<file path="src/rtl/brick_field.sv">
// Breakout play-field: nine bricks plus paddle, one ball-vs-slot test per clock once per frame.
// Emits one-cycle bounce requests and holds win/lose flags until restart.
module brick_field #(
  parameter int unsigned BRICK_W  = 64,
  parameter int unsigned BRICK_H  = 16,
  parameter int unsigned PADDLE_H = 8,
  parameter int unsigned GAP      = 16,
  parameter int unsigned ORIGIN_X = 224,
  parameter int unsigned ORIGIN_Y = 64,
  parameter int unsigned PADDLE_Y = 440,
  parameter int unsigned LOSE_Y   = 479,
  parameter int unsigned SCREEN_W = 640
) (
  input  logic        Clk,
  input  logic        Reset,
  input  logic        frame_clk,
  input  logic        restart,
  input  logic [9:0]  BallX,
  input  logic [9:0]  BallY,
  input  logic [9:0]  Ball_size,
  input  logic [9:0]  paddle_x,
  output logic [8:0]  brick_exists,
  output logic [9:0]  brick_width,
  output logic [9:0]  brick_height,
  output logic [9:0]  paddle_height,
  output logic [99:0] brick_x_vals,
  output logic [99:0] brick_y_vals,
  output logic        did_win_game,
  output logic        did_lose_game,
  output logic        bounce_x,
  output logic        bounce_y,
  output logic [3:0]  hit_index
);

  localparam int unsigned PaddleMax = SCREEN_W - BRICK_W;
  localparam int unsigned PaddleRst = 288;

  typedef enum logic [1:0] {StPlay, StScan, StWin, StLose} state_e;

  state_e      state_q, state_d;
  logic [2:0]  sync_q;  // [0],[1] synchroniser, [2] previous level for edge detect
  logic        frame_tick_q;
  logic [9:0]  paddle_x_q, ball_x_q, ball_y_q, ball_size_q;
  logic [3:0]  idx_q, idx_d;
  logic        hit_done_q, hit_done_d;
  logic [8:0]  brick_exists_q, brick_exists_d;
  logic        bounce_x_q, bounce_x_d, bounce_y_q, bounce_y_d;
  logic [3:0]  hit_index_q, hit_index_d;
  logic        did_win_q, did_lose_q;
  logic        latch_en;

  logic [10:0] ball_l, ball_r, ball_t, ball_b;
  logic [10:0] sx, sy, sw, sh;
  logic        alive, overlap, hit, centre_in;

  function automatic logic [10:0] slot_x(input logic [3:0] i, input logic [9:0] px);
    if (i == 4'd9) return {1'b0, px};
    return 11'(ORIGIN_X + (32'(i) % 3) * (BRICK_W + GAP));
  endfunction

  function automatic logic [10:0] slot_y(input logic [3:0] i);
    if (i == 4'd9) return 11'(PADDLE_Y);
    return 11'(ORIGIN_Y + (32'(i) / 3) * (BRICK_H + GAP));
  endfunction

  // Ball box in 11 bits; left/top saturate at zero rather than wrapping.
  always_comb begin
    ball_l = (ball_x_q < ball_size_q) ? 11'd0 : {1'b0, ball_x_q} - {1'b0, ball_size_q};
    ball_t = (ball_y_q < ball_size_q) ? 11'd0 : {1'b0, ball_y_q} - {1'b0, ball_size_q};
    ball_r = {1'b0, ball_x_q} + {1'b0, ball_size_q};
    ball_b = {1'b0, ball_y_q} + {1'b0, ball_size_q};
    sx = slot_x(idx_q, paddle_x_q);
    sy = slot_y(idx_q);
    sw = 11'(BRICK_W);
    sh = (idx_q == 4'd9) ? 11'(PADDLE_H) : 11'(BRICK_H);
    alive = (idx_q < 4'd9) ? brick_exists_q[idx_q] : 1'b1;
    overlap = (ball_l <= sx + sw - 11'd1) && (ball_r >= sx) &&
              (ball_t <= sy + sh - 11'd1) && (ball_b >= sy);
    hit = overlap && alive && !hit_done_q;
    centre_in = ({1'b0, ball_x_q} >= sx) && ({1'b0, ball_x_q} <= sx + sw - 11'd1);
  end

  always_comb begin
    state_d        = state_q;
    idx_d          = idx_q;
    hit_done_d     = hit_done_q;
    brick_exists_d = brick_exists_q;
    bounce_x_d     = 1'b0;
    bounce_y_d     = 1'b0;
    hit_index_d    = hit_index_q;
    latch_en       = 1'b0;
    unique case (state_q)
      StPlay: begin
        if (frame_tick_q) begin
          latch_en   = 1'b1;
          idx_d      = 4'd0;
          hit_done_d = 1'b0;
          state_d    = StScan;
        end
      end
      StScan: begin
        if (hit) begin
          hit_done_d  = 1'b1;
          bounce_y_d  = centre_in;
          bounce_x_d  = !centre_in;
          hit_index_d = idx_q;
          if (idx_q < 4'd9) brick_exists_d[idx_q] = 1'b0;
        end
        // Slot 9 never clears a brick, so the registered mask is final here.
        if (idx_q == 4'd9) begin
          if (brick_exists_q == 9'd0)        state_d = StWin;
          else if (ball_b >= 11'(LOSE_Y))    state_d = StLose;
          else                               state_d = StPlay;
        end else begin
          idx_d = idx_q + 4'd1;
        end
      end
      StWin, StLose: begin
        if (restart) begin
          brick_exists_d = 9'h1FF;
          state_d        = StPlay;
        end
      end
      default: state_d = StPlay;
    endcase
  end

  always_ff @(posedge Clk) begin
    if (Reset) begin
      state_q        <= StPlay;
      sync_q         <= '0;
      frame_tick_q   <= 1'b0;
      paddle_x_q     <= 10'(PaddleRst);
      ball_x_q       <= '0;
      ball_y_q       <= '0;
      ball_size_q    <= '0;
      idx_q          <= '0;
      hit_done_q     <= 1'b0;
      brick_exists_q <= 9'h1FF;
      bounce_x_q     <= 1'b0;
      bounce_y_q     <= 1'b0;
      hit_index_q    <= '0;
      did_win_q      <= 1'b0;
      did_lose_q     <= 1'b0;
    end else begin
      state_q        <= state_d;
      sync_q         <= {sync_q[1:0], frame_clk};
      frame_tick_q   <= sync_q[1] & ~sync_q[2];
      idx_q          <= idx_d;
      hit_done_q     <= hit_done_d;
      brick_exists_q <= brick_exists_d;
      bounce_x_q     <= bounce_x_d;
      bounce_y_q     <= bounce_y_d;
      hit_index_q    <= hit_index_d;
      did_win_q      <= (state_d == StWin);
      did_lose_q     <= (state_d == StLose);
      if (latch_en) begin
        paddle_x_q  <= (paddle_x > 10'(PaddleMax)) ? 10'(PaddleMax) : paddle_x;
        ball_x_q    <= BallX;
        ball_y_q    <= BallY;
        ball_size_q <= Ball_size;
      end
    end
  end

  for (genvar g = 0; g < 9; g++) begin : g_slot
    assign brick_x_vals[10*g +: 10] = 10'(ORIGIN_X + (g % 3) * (BRICK_W + GAP));
    assign brick_y_vals[10*g +: 10] = 10'(ORIGIN_Y + (g / 3) * (BRICK_H + GAP));
  end
  assign brick_x_vals[99:90] = paddle_x_q;
  assign brick_y_vals[99:90] = 10'(PADDLE_Y);

  assign brick_exists  = brick_exists_q;
  assign brick_width   = 10'(BRICK_W);
  assign brick_height  = 10'(BRICK_H);
  assign paddle_height = 10'(PADDLE_H);
  assign did_win_game  = did_win_q;
  assign did_lose_game = did_lose_q;
  assign bounce_x      = bounce_x_q;
  assign bounce_y      = bounce_y_q;
  assign hit_index     = hit_index_q;

endmodule

</file>
<file path="config.mk">
export PLATFORM = sky130hd
export DESIGN_NAME = brick_field
export DESIGN_NICKNAME = d
export VERILOG_FILES = /design/src/rtl/brick_field.sv
export SDC_FILE = /design/constraint.sdc
export NUM_CORES = 1
export LEC_CHECK = 0
export BUFFER_PORTS_ARGS = -buffer_cell sky130_fd_sc_hd__buf_2
export CAP_MARGIN = 25
export CORE_ASPECT_RATIO = 0.75
export CORE_UTILIZATION = 35
export CTS_CLUSTER_DIAMETER = 200
export DETAILED_ROUTE_END_ITERATION = 6
export GPL_TIMING_DRIVEN = 0
export HOLD_SLACK_MARGIN = 0.15
export MAX_ROUTING_LAYER = met4
export PLACE_DENSITY = 0.6
export SLEW_MARGIN = 25
export SYNTH_ARGS = -nofsm -noshare
export SYNTH_HDL_FRONTEND = slang
export SYNTH_SLANG_ARGS = --single-unit
</file>
<file path="constraint.sdc">
create_clock -name Clk -period 6.4 [get_ports Clk]
set_clock_uncertainty 0.05 [all_clocks]
set_input_delay 0.96 -clock Clk [delete_from_list [all_inputs] [get_ports Clk]]
set_output_delay 0.96 -clock Clk [all_outputs]
set_load 0.02 [all_outputs]
</file>
==> results.ini <==
[clock_tree]
clock_tree.root_cell = clkbuf_16
cts_hold_buf = 0
cts-buffers-inserted = 9
cts_tree = done
path_clk_slew_ns = 0.06
cts_htree_levels = 3
clockBufferDepth = 2
cts.sinks = 68
insertion_delay_ns = 0.35

[timing]
whs_ns = 0.330
rsz0062_at_grt = true
hold_violations = 0
clock.fmax_ghz = 0.158
tightest_slew_ns = 0.764
drv_slew = 0
setup_violations = 0
slew_headroom = 0.478
fin_crit_ns = 6.34
fin_crit_sh = 0.991

[critical_path]
critPathRequiredTime_ns = 6.64
slowest_stage = fa_2
end_kind = flop
r2r_slack_ns = 0.06
cpPeakStageDelay_ns = 0.57
path_common_cell = ha_4
critPathArrivalTime_ns = 6.58
worstSetupPathType = reg2reg
worstPathMaxFanout = 4
r2r_start = idx_q[2]
startpoint_type = flop
reg2reg_to = bounce_y
ff2ff_path_depth = 31

[run_status]
status = finished clean

[worst_hold_path]
min-delay-start = sync_q[2]
worstHoldEndpoint = frame_tick_q
holdPathStages = 1
hp-class = reg2reg

[power_and_ir_drop]
power_frac_comb = 0.315
irDropWorstVdd_mv = 0.127
power.share.clock = 0.383
power_switching_w = 0.000489
p_per_area_nw_per_um2 = 139
p_int_w = 0.000961
power.share.sequential = 0.303
switching_share = 0.337
leakage_nw = 5.46

[route]
drtIter0Drc = 492
firstDrtPassIters = 5
drcViolationCount = 0
vias = 7422
ant_nets = 0
wl_mm = 22.7
viasPerCell = 4.39
routedWlPerCell_um = 13.4

[yosys]
yosys_warnings = 0
synth-seq-cells = 68
ys_seq_area_frac = 0.166
syn_area_per_cell_um2 = 7.70
synth.top_cell.area_share = 0.201
yosys-top-cells-area = buf_4, ha_1, dfxtp_1
synth_cell_types = 68
ys_async_sr_fraction = 0
syn_inst = 1064
synth_area_um2 = 8200
synth_edf_count = 0
yosys.area.top_type = buf_4
synth_top_flop_cell = dfxtp_1

[global_route]
gr-total-overflow = 0
grt_pass1_vias = 6570
grt_max_degree = 14
antenna_found_initial = 0
grt_pass1_wl_mm = 34.9
grt.total_usage = 0.191

[die]
die_w_um = 179
rows = 48
fp.dieArea_um2 = 24000
die_h_um = 135
core_area_um2 = 23000
num_io_pins = 291
start_util = 0.356

[cells_and_area]
final_util = 0.455
final_common_cell = buf_4
layout-drive-gt1-share = 0.269
antenna_cells = 0
final_nets = 1550
syn_to_final_growth_pct = 27.6
fillers = 2333
layout_common_cells = buf_4, conb_1, ha_1

[flow_run]
drv_cap = 0

[placement]
gp_congestion = 0.890
hpwl_mm = 18.8
portBuffers = 70

-- synthesized netlist by cell type (all sizes together) (3+ instances only) --
library cell	number
nor3	15
buf	229
or3	4
a22o	5
o31ai	3
a21o	22
inv	56
or4	4
nor2	73
fa	5
a41oi	4
nand2	112
a21oi	81
nand3b	5
xnor2	33
o21bai	8
nand2b	10
nand3	19
a211oi	5
xor2	14
nor4	4
nor2b	21
mux2i	7
and2	10
a31oi	9
ha	117
o21ai	33
dfxtp	68
clkbuf	20
o22ai	3
nand4	8
o21a	9
o211ai	5
and3	6
-- registers in the layout, summed over array words and instances (netlist names) --
register and count:
ball_y_q 10, state_q 2, did_win_game 1, hit_done_q 1, hit_index 4, bounce_x 1
ball_x_q 10, bounce_y 1, frame_tick_q 1, idx_q 4, sync_q 3, did_lose_game 1
ball_size_q 10, brick_exists 9, paddle_x_q 10
-- how the worst max path moves through the flow --
stage / cells after the start / slack [ns] / end / startpoint
final: 31 / 0.06 / bounce_y / idx_q[2]
after floorplan: 31 / 0.05 / brick_exists[2] / idx_q[2]
after global placement: 31 / -1.37 / brick_exists[2] / idx_q[2]
after global routing: 31 / -0.24 / hit_index[1] / idx_q[2]
after detailed placement: 31 / -1.46 / hit_index[1] / idx_q[2]
after CTS: 31 / 0.01 / hit_index[0] / idx_q[2]
-- kinds of logic after synthesis --
family | Yosys count | synth area share
compound gates | 212 | 0.166
xor+xnor | 47 | 0.0502
fa+ha+maj | 122 | 0.191
buf+inv | 305 | 0.242
flops | 68 | 0.166
mux | 8 | 0.0113
other cells | 2 | 0.000916
simple gates | 300 | 0.173
-- final cells by class --
class / instances / area, um2 / share of cell area
inverter: 56 / 210 / 0.0201
multi-input combinational: 909 / 5880 / 0.562
sequential: 68 / 1370 / 0.131
buffer: 247 / 1780 / 0.170
tap: 300 / 375 / 0.0359
timing repair buffer: 93 / 527 / 0.0503
clock inverter: 7 / 98.8 / 0.00945
clock buffer: 9 / 225 / 0.0215
-- per-layer routing --
layer  track usage  up-vias  part of all wire
met5             -        -                 0
met4        0.0391        0            0.0098
met3        0.0346       20             0.056
met2         0.294      212              0.46
met1         0.260     3359              0.47
li1              -     3831                 -
-- power groups by stage --
stage / Clock (W) / Sequential [W] / Combinational [W]
after global placement: 0 / 0.000449 / 0.000434
after detailed placement: 0 / 0.000449 / 0.000437
after CTS: 0.000563 / 0.000439 / 0.000444
final: 0.000555 / 0.000439 / 0.000456
after floorplan: 0 / 0.000446 / 0.000372
after global routing: 0.000578 / 0.000440 / 0.000502
-- metrics by stage --
stage | instance area, um2 | instances | TNS (ns) | total power [W] | worst slack, ns
3_5_place_dp | 9750 | 1652 | -22.52 | 0.000886 | -1.46
6_report | 10500 | 1689 | 0 | 0.00145 | 0.0597
2_1_floorplan | 9020 | 1282 | 0 | 0.000818 | 0.0463
5_1_grt | 10500 | 1689 | -2.73 | 0.00152 | -0.236
3_3_place_gp | 9750 | 1652 | -21.24 | 0.000882 | -1.37
4_1_cts | 10300 | 1677 | 0 | 0.00145 | 0.0110
-- worst max-delay path, delay by kind of cell (launching register included) --
family,cells,cell delay (ns)
compound gates,11,2.16
xor+xnor,3,0.46
fa+ha+maj,6,1.63
buf+inv,3,0.39
flops,1,0.36
simple gates,8,1.22
-- what timing repair did --
| action | in CTS | in global routing |
|---|---|---|
| setup buffers | 9 | 13 |
| setup endpoints to repair | 16 | 16 |
| gates cloned | 1 | 0 |
| pin swaps | 12 | 24 |
| gates resized for setup | 34 | 22 |
Power figures use the tool's default switching activity.
